==> src/rtl/rr_arb_pkg.sv <==
// Shared types and helpers for the four-requester round-robin arbiter.
// Widths here are fixed by the four-way requester count.
package rr_arb_pkg;

  localparam int N_REQ = 4;
  localparam int IDX_W = 2;

  typedef enum logic {
    IDLE = 1'b0,
    BUSY = 1'b1
  } arb_state_e;

  function automatic logic [N_REQ-1:0] idx_to_onehot(input logic [IDX_W-1:0] idx);
    logic [N_REQ-1:0] oh;
    oh      = '0;
    oh[idx] = 1'b1;
    return oh;
  endfunction

endpackage

==> src/rtl/rot_pri_enc4.sv <==
// Rotating priority encoder: returns the first set request at or after ptr,
// wrapping modulo four, and flags whether any request was set.
module rot_pri_enc4
  import rr_arb_pkg::*;
(
  input  logic [N_REQ-1:0] req,
  input  logic [IDX_W-1:0] ptr,
  output logic [IDX_W-1:0] idx,
  output logic             hit
);

  logic [IDX_W-1:0] w_pos;

  // Scan from the farthest offset down so the nearest set bit is the last write.
  always_comb begin
    idx   = '0;
    hit   = 1'b0;
    w_pos = '0;
    for (int k = N_REQ - 1; k >= 0; k--) begin
      w_pos = ptr + IDX_W'(k);
      if (req[w_pos]) begin
        idx = w_pos;
        hit = 1'b1;
      end
    end
  end

endmodule

==> src/rtl/rr_arb4_enc.sv <==
// Four-requester round-robin arbiter with hold-time limit and active-low enable.
// Outputs a registered one-hot grant plus its encoded index and a timeout pulse.
module rr_arb4_enc
  import rr_arb_pkg::*;
#(
  parameter int HOLD_MAX = 8,
  parameter int CNT_W    = 8
) (
  input  logic             clk,
  input  logic             rst_n,
  input  logic             en_n,
  input  logic [N_REQ-1:0] req,
  output logic [N_REQ-1:0] gnt,
  output logic [IDX_W-1:0] gnt_idx,
  output logic             gnt_vld,
  output logic             timeout
);

  // Handshake: a requester raises req[i] and keeps it high while gnt[i] is set;
  // dropping it releases the resource at the next edge. gnt is only ever
  // issued from IDLE, so every grant end is followed by one idle cycle.

  localparam logic [CNT_W-1:0] CNT_LAST = CNT_W'(HOLD_MAX - 1);

  arb_state_e       r_state;
  logic [IDX_W-1:0] r_ptr;
  logic [CNT_W-1:0] r_cnt;
  logic [N_REQ-1:0] r_gnt;
  logic [IDX_W-1:0] r_gnt_idx;
  logic             r_gnt_vld;
  logic             r_timeout;

  logic [IDX_W-1:0] w_win_idx;
  logic             w_win_hit;

  rot_pri_enc4 u_pri_enc (
    .req (req),
    .ptr (r_ptr),
    .idx (w_win_idx),
    .hit (w_win_hit)
  );

  always_ff @(posedge clk) begin
    if (!rst_n) begin
      r_state   <= IDLE;
      r_ptr     <= '0;
      r_cnt     <= '0;
      r_gnt     <= '0;
      r_gnt_idx <= '0;
      r_gnt_vld <= 1'b0;
      r_timeout <= 1'b0;
    end else begin
      r_timeout <= 1'b0;
      case (r_state)
        IDLE: begin
          if (!en_n && w_win_hit) begin
            r_state   <= BUSY;
            r_cnt     <= '0;
            r_gnt     <= idx_to_onehot(w_win_idx);
            r_gnt_idx <= w_win_idx;
            r_gnt_vld <= 1'b1;
          end
        end
        BUSY: begin
          if (en_n) begin
            // Abort leaves the pointer alone so the same owner wins next time.
            r_state   <= IDLE;
            r_cnt     <= '0;
            r_gnt     <= '0;
            r_gnt_idx <= '0;
            r_gnt_vld <= 1'b0;
          end else if (!req[r_gnt_idx]) begin
            r_state   <= IDLE;
            r_ptr     <= r_gnt_idx + IDX_W'(1);
            r_cnt     <= '0;
            r_gnt     <= '0;
            r_gnt_idx <= '0;
            r_gnt_vld <= 1'b0;
          end else if (r_cnt == CNT_LAST) begin
            r_state   <= IDLE;
            r_ptr     <= r_gnt_idx + IDX_W'(1);
            r_cnt     <= '0;
            r_gnt     <= '0;
            r_gnt_idx <= '0;
            r_gnt_vld <= 1'b0;
            r_timeout <= 1'b1;
          end else begin
            r_cnt <= r_cnt + CNT_W'(1);
          end
        end
        default: begin
          r_state   <= IDLE;
          r_cnt     <= '0;
          r_gnt     <= '0;
          r_gnt_idx <= '0;
          r_gnt_vld <= 1'b0;
        end
      endcase
    end
  end

  assign gnt     = r_gnt;
  assign gnt_idx = r_gnt_idx;
  assign gnt_vld = r_gnt_vld;
  assign timeout = r_timeout;

endmodule

==> config.mk <==
export PLATFORM = sky130hd
export DESIGN_NAME = rr_arb4_enc
export DESIGN_NICKNAME = d
export VERILOG_FILES = /design/src/rtl/rr_arb_pkg.sv /design/src/rtl/rot_pri_enc4.sv /design/src/rtl/rr_arb4_enc.sv
export SDC_FILE = /design/constraint.sdc
export NUM_CORES = 1
export LEC_CHECK = 0
export ABC_AREA = 1
export CELL_PAD_IN_SITES_DETAIL_PLACEMENT = 1
export CELL_PAD_IN_SITES_GLOBAL_PLACEMENT = 1
export CORE_MARGIN = 2
export CORE_UTILIZATION = 35
export CTS_CLUSTER_SIZE = 16
export DETAILED_ROUTE_END_ITERATION = 8
export GPL_ROUTABILITY_DRIVEN = 0
export PLACE_DENSITY_LB_ADDON = 0.05
export SYNTH_ARGS = -nofsm -noshare
export SYNTH_HDL_FRONTEND = slang
export SYNTH_SLANG_ARGS = --single-unit
==> constraint.sdc <==
create_clock -name clk -period 2.91 [get_ports clk]
set_input_delay 0.582 -clock clk [delete_from_list [all_inputs] [get_ports clk]]
set_output_delay 0.582 -clock clk [all_outputs]
set_load 0.03 [all_outputs]
==> results by group <==
Status
  • Status: finished clean

Final layout
  • Layout cells sized above 1: 0.109
  • Net count reported at finish: 202
  • Fillers: 435
  • Final Core Density: 0.418
  • Synthesis-to-layout area growth: 16.8%
  • Design Area, Final: 1370 µm²
  • Antenna Cells: 0

Worst setup path
  • Nature of the critical path endpoint: primary output
  • Critical path arrival: 1490 ps
  • R2r setup slk: 1180 ps
  • Worst Path Max Fanout: 7
  • Worst path depth: 1
  • Worst-path cell chain: clkdlybuf4s50_1
  • Critical path destination: gnt_idx[0]
  • Slowest stage delay, CP: 730 ps
  • Kind of critical path: flop to primary output
  • Top cell family by delay on the critical path: buffers and inverters
  • Crit path launch: gnt_idx[0]
  • Critical path launch point type: flop
  • Reg2reg end: r_ptr[0]
  • Worst Path Buf+Inv: 1
  • CP max-delay cell: clkdlybuf4s50_1
  • R2R cell count: 6
  • Crit path required time: 2330 ps
  • RR Startpoint: r_state

Power
  • P_int: between 300 and 400 µW
  • Sequential share of power: 0.499
  • PD cells: 417 nW/µm²
  • Sw power: 194 µW
  • Clock share of power: 0.229
  • Combinational share of power: 0.273
  • Sw Share: 0.339
  • Worst VDD drop: 278 µV
  • Pleak: 0.000578 µW

Timing
  • Peak Freq: 482 MHz
  • Final Max Slew Viols: 0
  • Worst slew pin tran: 504 ps
  • Setup TNS Final: 0 ps
  • Minimum clock period: 2070 ps
  • Setup violators final: 0
  • RSZ-0062 raised after global routing: no
  • Hold_ws: 468 ps
  • Final Hold Fails: 0
  • Final period util: 0.713
  • Worst rel slew slack: 0.663
  • Clock Skews: 12.5 ps

Floorplan
  • Die H: 61.9 µm
  • Horiz. Die Dim: around 62 µm
  • I/O pin cnt: 15
  • Core area: 3280 µm²
  • Rows: 21
  • Die ar.: ~3800 µm²
  • Initial Util: 0.358

Route
  • Post-route antenna net violation count: 0
  • Wirelength, routed: 2930 µm
  • Via count: 1164
  • WL per Instance: 12.3 µm
  • First drt pass iteration count: 4
  • DR DRC count: 0
  • Drt initial violations: 53
  • Vias per inst: 4.89

Clock tree
  • Clock tree sinks: 19
  • CTS tree: built
  • Post-CTS resize count: 0
  • # hold bufs at CTS: 0
  • Clk root buf: clkbuf_4
  • Clock-pin slew on the worst setup and hold paths: 100 ps
  • Max H-tree Level: 1
  • Worst-Skew Late Latency: between 200 and 300 ps
  • Setup Fix Bufs, Post-CTS: 0
  • CTS buffer count: 3
  • CTS Buffer Depth: 2

Yosys
  • Synth warn: 0
  • Synth top area cells: dfxtp_1, nand2_1, nand3_1, nor2_1, nand2_2
  • Syn avg cell area: 6.64 µm²
  • Synth Cell Area: approximately 1200 µm²
  • Syn nets: ~190
  • Synth top area share: 0.324
  • Synth unique cells: 23
  • Flops & latches, synth: 19
  • Post-Syn Instances: about 180
  • Seq/Total Area, Yosys: 0.324
  • Largest area contributor in the netlist: dfxtp_1

GRT
  • First-pass GRT wire length: 4940 µm
  • Top Usage Layer GRT: met2
  • Global-route usage over all layers: 0.174
  • Grt met2 use: 0.265
  • GRT Residual Overflow: 0
  • Global-route met1 utilization: 0.245
  • Grt met3 use: 0.0373
  • Largest net degree at the start of global routing: 15
  • Initial antenna violation count: 0
  • Vias in the first global route: 1082

Placement
  • Area after DPL: about 1300 µm²
  • Detailed Place HPWL: about 2400 µm
  • Port Buffers: 14

Worst hold path
  • Worst hold path type: flop to flop

Job
  • Maxcap violations: 0
registers in the layout, summed over array words and instances (netlist names):
register	count
r_cnt	8
gnt	4
gnt_idx	2
r_ptr	2
gnt_vld	1
r_state	1
timeout	1
placed cells by master, fill, tap and decap left out:
cell type / count
nand3_1: 33
nand2_4: 4
nor4_1: 1
nor3_1: 3
inv_6: 1
clkbuf_1: 1
nor2_1: 16
inv_1: 11
nand4_1: 1
dfxtp_1: 19
a211oi_1: 1
xor2_1: 4
nand2_1: 48
a21oi_1: 9
a21oi_2: 1
nor2_2: 2
ha_1: 2
clkdlybuf4s50_1: 14
clkbuf_4: 3
o21ai_0: 6
inv_2: 1
nand2_2: 9
nand3b_1: 1
xnor2_1: 1
worst reg2reg max path, cell delays in order (launching register included):
cell,delay (ps)
dfxtp_1,450
inv_1,260
nor2_1,350
inv_1,110
nor2_1,230
o21ai_0,110
a21oi_1,140
layout make-up:
class	instances	area [µm²]	share of cell area
Multi-Input combinational cell	142	714	0.521
Sequential cell	19	380	0.277
Timing Repair Buffer	14	140	0.102
Tap cell	46	57.6	0.0419
Inverter	13	53.8	0.0392
Clock buffer	4	26.3	0.0191
synthesized netlist by cell type:
| cell type | n |
|---|---|
| buf_6 | 1 |
| nand3_1 | 33 |
| nand4_1 | 1 |
| dfxtp_1 | 19 |
| nor2_2 | 2 |
| nand3b_1 | 1 |
| nor4_1 | 1 |
| a21oi_1 | 9 |
| inv_6 | 1 |
| o21ai_0 | 6 |
| a21oi_2 | 1 |
| clkbuf_4 | 2 |
| nand2_4 | 4 |
| nor2_1 | 16 |
| nor3_1 | 3 |
| inv_1 | 11 |
| nand2_1 | 48 |
| xor2_1 | 4 |
| a211oi_1 | 1 |
| ha_1 | 2 |
| inv_2 | 1 |
| xnor2_1 | 1 |
| nand2_2 | 9 |
power by group through the flow:
stage,combinational [µW],sequential (µW),clock (µW)
detailed placement,157,292,0
CTS,158,286,142
finish,156,285,131
global placement,155,291,0
floorplan,97.5,303,0
global route,174,288,153
through the flow:
step | total power [µW] | cells | worst slack, ps
3_3_place_gp | 446 | 234 | 726
2_1_floorplan | 400 | 177 | 1420
4_1_cts | 585 | 238 | 806
5_1_grt | 615 | 238 | 743
3_5_place_dp | 449 | 234 | 691
6_report | 572 | 238 | 835
cells by family (layout without fill, tap and decap cells):
| family | after synthesis | after routing | share of synthesized area |
|---|---|---|---|
| simple gates | 118 | 118 | 0.472 |
| fa+ha+maj | 2 | 2 | 0.0213 |
| compound gates | 17 | 17 | 0.0777 |
| buf+inv | 16 | 31 | 0.0682 |
| xor+xnor | 5 | 5 | 0.0373 |
| flops | 19 | 19 | 0.324 |
worst min path at each step:
| stage | startpoint | end | slack, ps | cells past startpoint |
|---|---|---|---|---|
| after CTS | gnt_vld | gnt_vld | 480 | 2 |
| after global routing | gnt[0] | gnt[0] | 510 | 2 |
| after detailed placement | gnt[0] | gnt[0] | 460 | 2 |
| after global placement | gnt[0] | gnt[0] | 450 | 2 |
| final | gnt[0] | gnt[0] | 470 | 2 |
| after floorplan | r_cnt[1] | r_cnt[1] | 480 | 2 |
routing by layer:
metal	part of all wire	wire length, µm	vias up
li1	-	-	612
met1	0.52	1510	534
met2	0.44	1300	16
met3	0.033	97	2
met4	0.0075	22	0
met5	0	0	-
Power figures use the tool's default switching activity.
